<file path="config.mk">
export PLATFORM = sky130hd
export DESIGN_NAME = apb2mmio_wait
export DESIGN_NICKNAME = d
export VERILOG_FILES = /design/src/rtl/apb2mmio_wait.sv
export SDC_FILE = /design/constraint.sdc
export NUM_CORES = 1
export LEC_CHECK = 0
export BUFFER_PORTS_ARGS = -buffer_cell sky130_fd_sc_hd__buf_4
export CELL_PAD_IN_SITES_DETAIL_PLACEMENT = 1
export CELL_PAD_IN_SITES_GLOBAL_PLACEMENT = 2
export CORE_MARGIN = 4
export CORE_UTILIZATION = 32
export CTS_CLUSTER_DIAMETER = 80
export CTS_CLUSTER_SIZE = 28
export DETAILED_ROUTE_END_ITERATION = 6
export PLACE_DENSITY_LB_ADDON = 0.1
export SLEW_MARGIN = 20
export SYNTH_ARGS = -nofsm -noshare
export SYNTH_HDL_FRONTEND = slang
export SYNTH_SLANG_ARGS = --single-unit
</file>
<file path="constraint.sdc">
create_clock -name pclk_i -period 4 [get_ports pclk_i]
set_input_delay 0 -clock pclk_i [delete_from_list [all_inputs] [get_ports pclk_i]]
set_output_delay 0 -clock pclk_i [all_outputs]
set_load 0.01 [all_outputs]
</file>
<file path="src/rtl/apb2mmio_wait.sv">
// apb2mmio_wait: APB4 completer bridging onto a simple MMIO request/ack port.
// Each APB transfer is captured in its setup phase. In-window addresses produce a
// one-cycle MMIO read or write request, and PREADY is held off until the target acks.
// Out-of-window addresses are answered directly with PSLVERR and never reach the target.
// Optional feature macro: APB2MMIO_TIMEOUT_EN. When it is defined, a transfer that
// gets no ack within TIMEOUT cycles of its request ends with PSLVERR.
module apb2mmio_wait #(
    parameter int unsigned        A_WIDTH   = 32,
    parameter int unsigned        D_WIDTH   = 32,
    parameter logic [A_WIDTH-1:0] BASE_ADDR = '0,
    parameter longint unsigned    ADDR_SPAN = 64'h1000,
    parameter int unsigned        TIMEOUT   = 255
) (
    input  logic                   pclk_i,
    input  logic                   presetn_i,
    input  logic                   psel_i,
    input  logic [A_WIDTH-1:0]     paddr_i,
    input  logic                   pwrite_i,
    input  logic [D_WIDTH-1:0]     pwdata_i,
    input  logic [D_WIDTH/8-1:0]   pstrb_i,
    input  logic                   penable_i,
    output logic [D_WIDTH-1:0]     prdata_o,
    output logic                   pready_o,
    output logic                   pslverr_o,
    output logic                   wr_en_o,
    output logic [A_WIDTH-1:0]     wr_addr_o,
    output logic [D_WIDTH-1:0]     wr_data_o,
    output logic [D_WIDTH/8-1:0]   wr_strb_o,
    output logic                   rd_en_o,
    output logic [A_WIDTH-1:0]     rd_addr_o,
    input  logic [D_WIDTH-1:0]     rd_data_i,
    input  logic                   ack_i,
    input  logic                   err_i
);

    // Window size widened by one bit so that a span of 2^A_WIDTH still compares correctly.
    localparam logic [A_WIDTH:0] SPAN_EXT = (A_WIDTH+1)'(ADDR_SPAN);

    typedef enum logic [1:0] {
        IDLE = 2'd0,
        REQ  = 2'd1,
        WAIT = 2'd2,
        RESP = 2'd3
    } state_t;

    state_t             state;
    logic               write_q;
    logic [A_WIDTH-1:0] offset;
    logic               in_window;
    logic               setup;
    logic               expired;

    // The offset wraps modulo 2^A_WIDTH. Addresses below BASE_ADDR therefore become
    // large offsets and fail the window test.
    assign offset    = paddr_i - BASE_ADDR;
    assign in_window = ({1'b0, offset} < SPAN_EXT);
    assign setup     = psel_i & ~penable_i;

`ifdef APB2MMIO_TIMEOUT_EN
    // The counter holds 0 during the request cycle.
    // It expires on the TIMEOUT-th cycle spent in REQ/WAIT.
    localparam int unsigned        CNT_W    = (TIMEOUT > 1) ? $clog2(TIMEOUT) : 1;
    localparam logic [CNT_W-1:0]   CNT_LAST = CNT_W'(TIMEOUT - 1);

    logic [CNT_W-1:0] wait_cnt;

    assign expired = (wait_cnt == CNT_LAST);

    // Count cycles spent waiting for the target, and clear the count whenever no request is outstanding.
    always_ff @(posedge pclk_i or negedge presetn_i) begin
        if (!presetn_i) begin
            wait_cnt <= '0;
        end else if (state == REQ || state == WAIT) begin
            wait_cnt <= wait_cnt + 1'b1;
        end else begin
            wait_cnt <= '0;
        end
    end
`else
    logic unused_timeout;

    assign expired        = 1'b0;
    assign unused_timeout = ^TIMEOUT;
`endif

    // Transfer sequencer: setup capture, request pulse, wait for ack, then one response cycle.
    always_ff @(posedge pclk_i or negedge presetn_i) begin
        if (!presetn_i) begin
            state     <= IDLE;
            write_q   <= 1'b0;
            prdata_o  <= '0;
            pready_o  <= 1'b0;
            pslverr_o <= 1'b0;
            wr_en_o   <= 1'b0;
            wr_addr_o <= '0;
            wr_data_o <= '0;
            wr_strb_o <= '0;
            rd_en_o   <= 1'b0;
            rd_addr_o <= '0;
        end else begin
            // Request and response strobes are single-cycle pulses by default.
            wr_en_o   <= 1'b0;
            rd_en_o   <= 1'b0;
            pready_o  <= 1'b0;
            pslverr_o <= 1'b0;

            case (state)
                IDLE: begin
                    if (setup) begin
                        write_q <= pwrite_i;
                        if (in_window) begin
                            state   <= REQ;
                            wr_en_o <= pwrite_i;
                            rd_en_o <= ~pwrite_i;
                            if (pwrite_i) begin
                                wr_addr_o <= offset;
                                wr_data_o <= pwdata_i;
                                wr_strb_o <= pstrb_i;
                            end else begin
                                rd_addr_o <= offset;
                                wr_strb_o <= '0;
                            end
                        end else begin
                            // Decode miss: no backend access, answer with an error next cycle.
                            state     <= RESP;
                            pready_o  <= 1'b1;
                            pslverr_o <= 1'b1;
                            prdata_o  <= '0;
                        end
                    end
                end

                REQ, WAIT: begin
                    // The ack is already honoured in the request cycle.
                    // If an ack and the timeout expiry coincide, the ack wins.
                    if (ack_i) begin
                        state     <= RESP;
                        pready_o  <= 1'b1;
                        pslverr_o <= err_i;
                        prdata_o  <= (write_q || err_i) ? '0 : rd_data_i;
                    end else if (expired) begin
                        state     <= RESP;
                        pready_o  <= 1'b1;
                        pslverr_o <= 1'b1;
                        prdata_o  <= '0;
                    end else begin
                        state <= WAIT;
                    end
                end

                RESP: begin
                    state <= IDLE;
                end

                default: begin
                    state <= IDLE;
                end
            endcase
        end
    end

endmodule

</file>
## Word-level counts from Yosys, hierarchy flattened

Index checks and enable logic that the tools add are counted.

- Bitwise gates (word level): 3
- Multipliers: 0
- Magnitude comparators: 1
- Shifts and indexed selects: 0
- Add/sub/neg operators: 0
- Muxes and demuxes: 22
- Equal/unequal tests: 6
- Reduce and logical (&&, ||, !) cells: 9
- Divide/modulo/power cells: 0

Operator list:

| cell | count |
|---|---|
| 32-bit two-way mux | 4 |
| 32-bit case mux with 2 select lines | 1 |
| 32-bit by 13-bit less-than comparator with 1-bit output (second input constant) | 1 |
| 4-bit AND reduction | 3 |
| 1-bit two-way mux | 11 |
| 2-bit inequality test (second input constant) | 3 |
| 2-bit case mux with 3 select lines | 1 |
| 2-bit equality test (second input constant) | 2 |
| 2-bit two-way mux | 2 |
| 4-bit two-way mux | 1 |
| 1-bit case mux with 2 select lines | 2 |
| 3-bit AND reduction | 1 |
| 2-bit by 1-bit equality test with 1-bit output (second input constant) | 1 |
| 2-bit zero test | 1 |
| 1-bit inverter | 2 |
| 2-bit AND reduction | 1 |
| 2-bit nonzero test | 1 |
| 2-bit OR reduction | 1 |
| 1-bit AND | 1 |
| 1-bit logical OR | 1 |

- Bits in registers: 139
- Output and inout bits: 136
- Bits in latches: 0
- Memories: 0
- Bits in read-only memories: 0
- Logic and storage cells: 52
- Bits in writable memories: 0

## Longest topological paths before layout

- Depth in word-level cells: 4
- Gate-level depth with buffers: 8
- Mapped depth without buffers: 6

## Least setup slack after synthesis

OpenSTA, ideal clock, no wires.

- Path type: register -> register
- From: register state[0]
- To: register wr_addr_o[0]
- Path buffers: 3
- Stages on the path, launching flop included: 9
- Arrival: 1.853 ns
- Period minus slack after synthesis: 1.978 ns
- Path slack: 2.022 ns
- Cells stage by stage: dfrtp_1 inv_1 ha_1 clkbuf_1 nand3_1 or3_1 buf_6 buf_6 mux2_4

- Longest elaborated chain between the ends: 2

RTL lines:

| item | line | text |
|---|---|---|
| from (decl) | 46 | `state_t state;` |
| from (signal assigned) | 89 | `state <= IDLE;` |
| from (signal assigned) | 112 | `state <= REQ;` |
| from (signal assigned) | 125 | `state <= RESP;` |
| 2-bit zero test | 107 | `case (state)` |
| 4-bit AND reduction (no source line) | - |  |
| to (signal assigned) | 116 | `wr_addr_o <= offset;` |
| to (decl) | 26 | `output logic [A_WIDTH-1:0] wr_addr_o,` |

No other way between the ends.
A chain may end at the register's enable or synchronous reset.

## Worst setup path after layout

- From: register state[0]
- To: register wr_data_o[1]

- Longest elaborated chain between the ends: 2

RTL lines:

| item | line | text |
|---|---|---|
| 2-bit zero test | 107 |  |
| 4-bit AND reduction (no source line) | - |  |
| to (signal assigned) | 117 | `wr_data_o <= pwdata_i;` |
| to (decl) | 27 | `output logic [D_WIDTH-1:0] wr_data_o,` |

No other way between the ends.

==> results.json <==
{
  "grt-ovfl-total": 0,
  "clkTransAtPathRegs_ps": 60,
  "cpPeakStageDelay_ps": 750,
  "irDropWorstVdd_uv": 286,
  "fin_setup_tns_ps": 0,
  "cp_cell_sequence": "inv_1 > ha_1 > nand3_1 > or3_4 > mux2_1",
  "layout-drive-gt1-share": 0.464,
  "cts_root_buf": "clkbuf_16",
  "timing.hold.ws_ps": 61.2,
  "power_density_mw_per_mm2": 488,
  "grt_max_degree": 110,
  "totalWireLength_mm": 17.5,
  "mostFrequentLayoutCell": "buf_4",
  "core_area_mm2": 0.0167,
  "tritoncts": "done",
  "fin_skew_ps": 11.8,
  "gp_congestion": 0.787,
  "clkLatencyLatePin_ps": 410,
  "worstMarginPinSlew_ps": 1040,
  "synthCells": 381,
  "fin_crit_sh": 0.637,
  "max_freq_ghz": 0.392,
  "dr.pass1.iters": 4,
  "fin_nets": 822,
  "vias": 4383,
  "synth_cell_types": 31,
  "rows": 47,
  "cts_buffer_depth": 2,
  "p_leak_nw": 4.70,
  "setup_viol": 0,
  "layout_common_cells": "buf_4 (246), dfrtp_1 (139), dlygate4sd3_1 (91), mux2_4 (49), and2_1 (40)",
  "slowest_stage": "or3_4",
  "track_usage": 0.184,
  "critical_path_class": "reg2reg",
  "chipHeight_um": 139,
  "period_minus_slack_ps": 2550,
  "drv_cap": 0,
  "antenna_left": 0,
  "post-dp-hpwl_mm": 11.3,
  "ys_seq_area_frac": 0.635,
  "wl_per_cell_um": 18.5,
  "outcome": "complete, no violations",
  "cts_sinks": 139,
  "numPortBuffers": 242,
  "drc": 0,
  "final_hold_viol_count": 0,
  "antenna_found_initial": 0,
  "relSlewSlack": 0.308,
  "critPathArrivalTime_ps": 2840,
  "cts_buffers": 17,
  "post_cts_resized": 0,
  "synth_seq_cells": 139,
  "synth_fp_nets": 490,
  "syn_area_per_cell_um2": 14.4,
  "die_x_um": 139,
  "grt_pass1_wl_mm": 28.4,
  "rsz0062_at_grt": "no",
  "yosys_warnings": 0,
  "critPathBufInv": 1,
  "crit_path_start_kind": "flip-flop",
  "netlist_area_mm2": 0.00548,
  "cp.required_ps": 4290,
  "io_pins": 243,
  "fin_cells": 946,
  "dp.cells": 823,
  "endpoint_kind": "flip-flop",
  "start_util": 0.328,
  "hold_path_class": "in2reg",
  "critical_path.top_delay_family": "simple AND/OR/NAND/NOR gates",
  "dieArea_mm2": 0.0193,
  "grt_pass1_vias": 4938,
  "drt_iter0_drc": 207,
  "areaGrowthSynthToFinish_pct": 64.6,
  "cp_max_fo": 64,
  "n_antenna_cell": 0,
  "slew_violations": 0,
  "vias_per_cell": 4.63,
  "htree_num_levels": 4,
  "post-route-util": 0.540
}
registers in the layout, indices dropped and copies added (netlist names):
signal and cells:
prdata_o 32, rd_addr_o 32, wr_addr_o 32, wr_data_o 32, wr_strb_o 4, state 2, pready_o 1, pslverr_o 1
rd_en_o 1, wr_en_o 1, write_q 1
final timing paths:
kind / startpoint / endpoint / slack (ps) / cells after the start
min: paddr_i[13] / wr_strb_o[2] / 60 / 5
min reg2reg: wr_addr_o[13] / wr_addr_o[13] / 490 / 1
max: state[0] / wr_data_o[1] / 1450 / 5
max in group asynchronous: presetn_i / prdata_o[29] / 2710 / 3
min in group asynchronous: presetn_i / wr_data_o[14] / 260 / 2
max reg2reg: state[0] / wr_data_o[1] / 1450 / 5
cell type report:
type                       instances  area [µm²]
fill                            1751        7680
sequential                       139        3480
timing repair buffer             338        2770
multi-input combinational        211        1870
clock buffer                      19         433
tap                              220         275
clock inverter                    13         166
inverter                           6        22.5
cell usage after synthesis (all sizes together):
cell type / n / area share
or2: 1 / 0.0011
nand4: 1 / 0.0023
o2bb2ai: 32 / 0.051
nand2: 8 / 0.0055
o21ai: 13 / 0.012
o22ai: 1 / 0.0011
clkbuf: 17 / 0.012
and4: 1 / 0.0016
a21oi: 2 / 0.0018
nor4: 9 / 0.016
and2: 40 / 0.046
inv: 6 / 0.0041
ha: 2 / 0.0046
nand2b: 1 / 0.0011
a221oi: 1 / 0.0016
and3: 1 / 0.0011
or3: 2 / 0.0023
o21bai: 1 / 0.0014
buf: 8 / 0.014
nand3: 36 / 0.033
mux2: 56 / 0.15
nor2b: 1 / 0.0011
dfrtp: 139 / 0.63
nor3: 2 / 0.0018
what timing repair did:
| item | CTS | global route |
|---|---|---|
| setup buffers | 0 | 0 |
| endpoints found under the hold margin | 205 | 0 |
| hold buffers | 91 | 0 |
| endpoints found under the setup margin | 0 | 0 |
through the flow:
stage	worst slack [ps]	power [mW]	instance area, µm²
finish	1450	4.40	9020
global route	1300	4.65	9020
CTS	1530	4.46	9010
detailed placement	1540	2.74	7500
global placement	1650	2.72	7500
floorplan	2020	2.16	5480
power by group:
group          total [mW]  internal [mW]  leakage, nW  switching [mW]
Sequential           1.69           1.58         1.93           0.108
Clock                1.61          0.986        0.284           0.625
Combinational        1.10          0.514         2.49           0.583
Total                4.40           3.08         4.70            1.32
worst register-to-register path: stages, from the launching register on:
cell,delay [ps]
dfrtp_1,390
inv_1,70
ha_1,380
nand3_1,280
or3_4,750
mux2_1,560
layer usage:
| metal | routed length, µm | GRT usage |
|---|---|---|
| met5 | 0 | 0 |
| met4 | 242 | 0.0582 |
| met3 | 1200 | 0.0566 |
| met2 | 8590 | 0.299 |
| met1 | 7460 | 0.237 |
cells by family after synthesis:
kind of cell	synth area share
mux	0.149
compound gates	0.0690
buf+inv	0.0297
simple gates	0.113
flops	0.635
fa+ha+maj	0.00457
(Power assumes the default switching activity.)
